File: config.mk
export PLATFORM = sky130hd
export DESIGN_NAME = sum_of_squares_seq
export DESIGN_NICKNAME = d
export VERILOG_FILES = /design/src/rtl/sos_pkg.sv /design/src/rtl/serial_sq_step.sv /design/src/rtl/sum_of_squares_seq.sv
export SDC_FILE = /design/constraint.sdc
export NUM_CORES = 1
export LEC_CHECK = 0
export CAP_MARGIN = 30
export CORE_AREA = 2 2 104 106
export DETAILED_ROUTE_END_ITERATION = 6
export DIE_AREA = 0 0 106 108
export PLACE_DENSITY = 0.6
export SLEW_MARGIN = 0
export SYNTH_ARGS = -nofsm -noshare
export SYNTH_HDL_FRONTEND = slang
export SYNTH_SLANG_ARGS = --single-unit
File: constraint.sdc
create_clock -name clk -period 4.9 [get_ports clk]
set_clock_uncertainty 0.15 [all_clocks]
set_input_delay 0.735 -clock clk [delete_from_list [all_inputs] [get_ports clk]]
set_output_delay 0.735 -clock clk [all_outputs]
set_load 0.1 [all_outputs]
File: src/rtl/sos_pkg.sv
// Shared types and constants for the sum-of-squares front-end.
package sos_pkg;

  typedef enum logic [1:0] {
    IDLE = 2'd0,
    SQ_X = 2'd1,
    SQ_Y = 2'd2,
    DONE = 2'd3
  } sos_state_t;

  localparam int unsigned SOS_WIDTH = 8;

  function automatic int unsigned sos_sum_w(input int unsigned w);
    return 2 * w + 1;
  endfunction

  localparam int unsigned SOS_SUM_W = sos_sum_w(SOS_WIDTH);

endpackage

File: src/rtl/serial_sq_step.sv
// Single shift-add squaring step: adds (operand << idx) when operand[idx] is set.
module serial_sq_step #(
  parameter int unsigned WIDTH = 8,
  parameter int unsigned SUM_W = 17,
  parameter int unsigned IDX_W = 3
) (
  input  logic [WIDTH-1:0] operand,
  input  logic [IDX_W-1:0] idx,
  input  logic [SUM_W-1:0] acc,
  output logic [SUM_W-1:0] acc_next
);

  logic [SUM_W-1:0] partial;

  always_comb begin
    partial  = {{(SUM_W-WIDTH){1'b0}}, operand} << idx;
    acc_next = acc;
    if (operand[idx]) acc_next = acc + partial;
  end

endmodule

File: src/rtl/sum_of_squares_seq.sv
// Bit-serial x^2 + y^2 with valid/ready handshakes on both sides.
// Optional SOS_SIGNED_IN_EN: operands are two's complement, magnitude taken at capture.
module sum_of_squares_seq
  import sos_pkg::*;
#(
  parameter int unsigned WIDTH = SOS_WIDTH
) (
  input  logic             clk,
  input  logic             rst,
  input  logic [WIDTH-1:0] x_in,
  input  logic [WIDTH-1:0] y_in,
  input  logic             in_valid,
  output logic             in_ready,
  output logic [2*WIDTH:0] sum_out,
  output logic             out_valid,
  input  logic             out_ready,
  output logic             busy
);

  localparam int unsigned SUM_W = sos_sum_w(WIDTH);
  localparam int unsigned IDX_W = (WIDTH > 1) ? $clog2(WIDTH) : 1;

  sos_state_t       state, state_next;
  logic [WIDTH-1:0] x_q, y_q, x_cap, y_cap, op;
  logic [IDX_W-1:0] idx;
  logic [SUM_W-1:0] acc, acc_next;
  logic             last_bit;

  assign last_bit = (idx == IDX_W'(WIDTH - 1));

`ifdef SOS_SIGNED_IN_EN
  // Magnitude of the most negative value wraps to 2^(WIDTH-1), which fits unsigned.
  assign x_cap = x_in[WIDTH-1] ? (~x_in + WIDTH'(1)) : x_in;
  assign y_cap = y_in[WIDTH-1] ? (~y_in + WIDTH'(1)) : y_in;
`else
  assign x_cap = x_in;
  assign y_cap = y_in;
`endif

  assign op = (state == SQ_Y) ? y_q : x_q;

  serial_sq_step #(
    .WIDTH (WIDTH),
    .SUM_W (SUM_W),
    .IDX_W (IDX_W)
  ) u_step (
    .operand  (op),
    .idx      (idx),
    .acc      (acc),
    .acc_next (acc_next)
  );

  always_ff @(posedge clk or posedge rst) begin
    if (rst) state <= IDLE;
    else     state <= state_next;
  end

  always_comb begin
    state_next = state;
    case (state)
      IDLE:    if (in_valid)  state_next = SQ_X;
      SQ_X:    if (last_bit)  state_next = SQ_Y;
      SQ_Y:    if (last_bit)  state_next = DONE;
      DONE:    if (out_ready) state_next = IDLE;
      default:                state_next = IDLE;
    endcase
  end

  always_comb begin
    in_ready  = (state == IDLE);
    busy      = (state != IDLE);
    out_valid = (state == DONE);
  end

  always_ff @(posedge clk or posedge rst) begin
    if (rst) begin
      x_q     <= '0;
      y_q     <= '0;
      acc     <= '0;
      idx     <= '0;
      sum_out <= '0;
    end else begin
      case (state)
        IDLE: begin
          if (in_valid) begin
            x_q <= x_cap;
            y_q <= y_cap;
            acc <= '0;
            idx <= '0;
          end
        end
        SQ_X, SQ_Y: begin
          acc <= acc_next;
          idx <= last_bit ? '0 : idx + IDX_W'(1);
          if (state == SQ_Y && last_bit) sum_out <= acc_next;
        end
        default: ;
      endcase
    end
  end

endmodule

==> results.sh <==
export IMPL_wl_per_cell_um=16.9
export IMPL_syn_area_per_cell_sq_um=9.39
export IMPL_track_usage=0.173
export IMPL_cts_buffers=5
export IMPL_start_kind="register"
export IMPL_cp_max_fo=10
export IMPL_status="complete, no violations"
export IMPL_insertion_delay_ns=0.31
export IMPL_yosysTopAreaCell="dfrtp_1"
export IMPL_tightest_slew_ns=1.01
export IMPL_syn_instance_count=412
export IMPL_final_core_util=0.432
export IMPL_post_cts_resized=0
export IMPL_hpwl_um=7190
export IMPL_final_max_slew_violation_count=0
export IMPL_hold_viol=0
export IMPL_clk_pin_slew_worst_paths_ns=0.10
export IMPL_drc_errors=0
export IMPL_cp_slowest_cell="dfrtp_1"
export IMPL_required_ns=4.94
export IMPL_max_stage_delay_ns=0.41
export IMPL_relSlewSlack=0.321
export IMPL_cts_setup_buffers=0
export IMPL_drv_cap=0
export IMPL_ys_top_cells_by_area="dfrtp_1 (36%), mux2_2 (9.0%), ha_1 (6.8%)"
export IMPL_grt_pass1_wl_um=15900
export IMPL_synth_cell_area_sq_um=3870
export IMPL_grt_pass1_vias=3099
export IMPL_num_vias=3200
export IMPL_gp_congestion=0.956
export IMPL_cp_num_buf_inv=2
export IMPL_end_kind="register"
export IMPL_diodes=0
export IMPL_h_tree_depth=2
export IMPL_vias_per_cell=5.61
export IMPL_syn_nets=454
export IMPL_cts_sinks=55
export IMPL_period_share=0.889
export IMPL_grt_busiest_layer="met2"
export IMPL_met1_usage=0.241
export IMPL_crit_type="register to register"
export IMPL_portBuffers=39
export IMPL_grt_ovfl_total=0
export IMPL_clk_path_buf_depth=2
export IMPL_synth_top_area_share=0.356
export IMPL_use_met2=0.287
export IMPL_dr_pass1_iters=4
export IMPL_ys_seq_area_frac=0.356
export IMPL_max_freq_ghz=0.229
export IMPL_r2r_cells=15
export IMPL_die_w_um=106
export IMPL_setup_viol=0
export IMPL_start_util=0.378
export IMPL_ys_types=48
export IMPL_cp_arrival_ns=4.40
export IMPL_rsz0062_at_grt="no"
export IMPL_holdBufCountCts=0
export IMPL_grt_antenna_before_repair=0
export IMPL_cts_tree="built"
export IMPL_finalCriticalPeriod_ns=4.36
export IMPL_coreArea_sq_um=10200
export IMPL_ys_warn_count=0
export IMPL_crit_cells=15
export IMPL_nFillCells=1022
export IMPL_min_path_cells=2
export IMPL_ant_nets=0
export IMPL_die_h_um=108
export IMPL_holdCritPathClass="register to register"
export IMPL_grt_use_met3=0.0247
export IMPL_instances_no_fill=570
export IMPL_cp_top_family="compound AO/OA/AOI/OAI gates"
export IMPL_drive_above_1_share=0.118
export IMPL_ys_ff_latch=55
export IMPL_final_nets=476
export IMPL_dieArea_sq_um=11400
export IMPL_drtIter0Drc=194
export IMPL_placedCellCount=563
export IMPL_crit_top_cell="a21oi_1"
export IMPL_routed_wl_um=9610
export IMPL_area_growth_synth_to_final_pct=14.3
export IMPL_grt_max_degree=56
export IMPL_final_setup_tns_ns=0
export IMPL_placementRows=37
export IMPL_worstPathCellList="inv_1 -> ha_1 -> buf_4 -> mux2_2 -> mux2i_1 -> mux2i_1 -> nor2_1 -> a21oi_1 -> ha_1 -> a21oi_1 -> o211ai_1 -> a21oi_1 -> a31oi_1 -> mux2_1 -> a22o_1"
export IMPL_cts_root_buf="clkbuf_8"
export IMPL_pin_count=40
[per-stage QoR]
step | instance area, sq um | setup slack [ns] | hold WS, ns
floorplan | 3870 | 1.15 | 0.341
global placement | 4340 | 0.569 | 0.312
detailed placement | 4340 | 0.645 | 0.321
CTS | 4420 | 0.633 | 0.345
global route | 4420 | 0.303 | 0.360
finish | 4420 | 0.542 | 0.336
[path summary, 6_finish.rpt]
kind / startpoint / end / slack [ns]
max: state[0]$_DFFE_PP0P_ / acc[15]$_DFFE_PP0P_ / 0.54
min: sum_out[3]$_DFFE_PP0P_ / sum_out[3]$_DFFE_PP0P_ / 0.34
max reg2reg: state[0]$_DFFE_PP0P_ / acc[15]$_DFFE_PP0P_ / 0.54
min reg2reg: sum_out[3]$_DFFE_PP0P_ / sum_out[3]$_DFFE_PP0P_ / 0.34
max in group asynchronous: rst / y_q[5]$_DFFE_PP0P_ / 3.32
min in group asynchronous: rst / sum_out[0]$_DFFE_PP0P_ / 0.79
[sequential cells by signal, summed over array words and instances, names as in the netlist]
register	flops
acc	17
x_q	8
y_q	8
idx	3
state	2
sum_out	17
[layer usage]
metal,vias to the layer above,part of all wire
met5,-,0
met4,0,0.014
met3,11,0.039
met2,78,0.46
met1,1548,0.48
li1,1563,-
[area by class of cell]
type	instances	area [sq um]	area share
Clock buffer	5	68.8	0.0156
Multi-Input combinational cell	325	2360	0.534
Inverter	5	18.8	0.00424
Sequential cell	55	1380	0.311
Clock inverter	2	13.8	0.00311
Timing Repair Buffer	42	413	0.0933
Tap cell	136	170	0.0385
[synth_stat cells (all sizes together)]
| master | number |
|---|---|
| a211o | 2 |
| a211oi | 3 |
| a21boi | 4 |
| a21o | 3 |
| a21oi | 34 |
| a22o | 8 |
| a22oi | 1 |
| a31oi | 4 |
| a32o | 3 |
| a32oi | 1 |
| and2 | 6 |
| and3 | 5 |
| and4 | 1 |
| buf | 4 |
| clkbuf | 23 |
| dfrtp | 55 |
| fa | 1 |
| ha | 21 |
| inv | 5 |
| mux2 | 33 |
| mux2i | 20 |
| mux4 | 5 |
| nand2 | 41 |
| nand2b | 4 |
| nand3 | 14 |
| nand3b | 1 |
| nand4 | 2 |
| nor2 | 17 |
| nor2b | 5 |
| nor3 | 5 |
| nor4b | 1 |
| o211a | 1 |
| o211ai | 11 |
| o21a | 5 |
| o21ai | 47 |
| o22ai | 1 |
| o31ai | 1 |
| or4 | 1 |
| xnor2 | 8 |
| xor2 | 5 |
[worst reg2reg max path, stage by stage (launching register included)]
cell	delay (ns)
dfrtp_1	0.41
inv_1	0.10
ha_1	0.30
buf_4	0.24
mux2_2	0.36
mux2i_1	0.20
mux2i_1	0.14
nor2_1	0.16
a21oi_1	0.08
ha_1	0.40
a21oi_1	0.40
o211ai_1	0.26
a21oi_1	0.32
a31oi_1	0.21
mux2_1	0.34
a22o_1	0.18
[cell usage in the layout (no fill, tap or decap), types with 6 or more instances in the layout]
cell type,count
o211ai_1,10
ha_1,21
dfrtp_1,55
nand3_1,14
xnor2_1,8
o21ai_0,45
nor2_1,17
nand2_1,41
and2_1,6
mux2i_1,20
clkdlybuf4s50_1,39
a21oi_1,33
a22o_1,8
mux2_2,31
[kinds of logic (layout without fill, tap and decap cells)]
logic type               after synthesis  in the layout  synth area share
AO/OA/AOI/OAI                        129            129             0.206
AND/OR/NAND/NOR                      103            103             0.125
multiplexers                          58             58             0.178
flip-flops                            55             55             0.356
buffers and inverters                 32             54            0.0336
adder cells (fa/ha/maj)               22             22            0.0731
XOR/XNOR                              13             13            0.0294
Power is left out: the tool's default activity adds up to more than one toggle a clock period on the data nets, which glitch-free logic cannot reach.
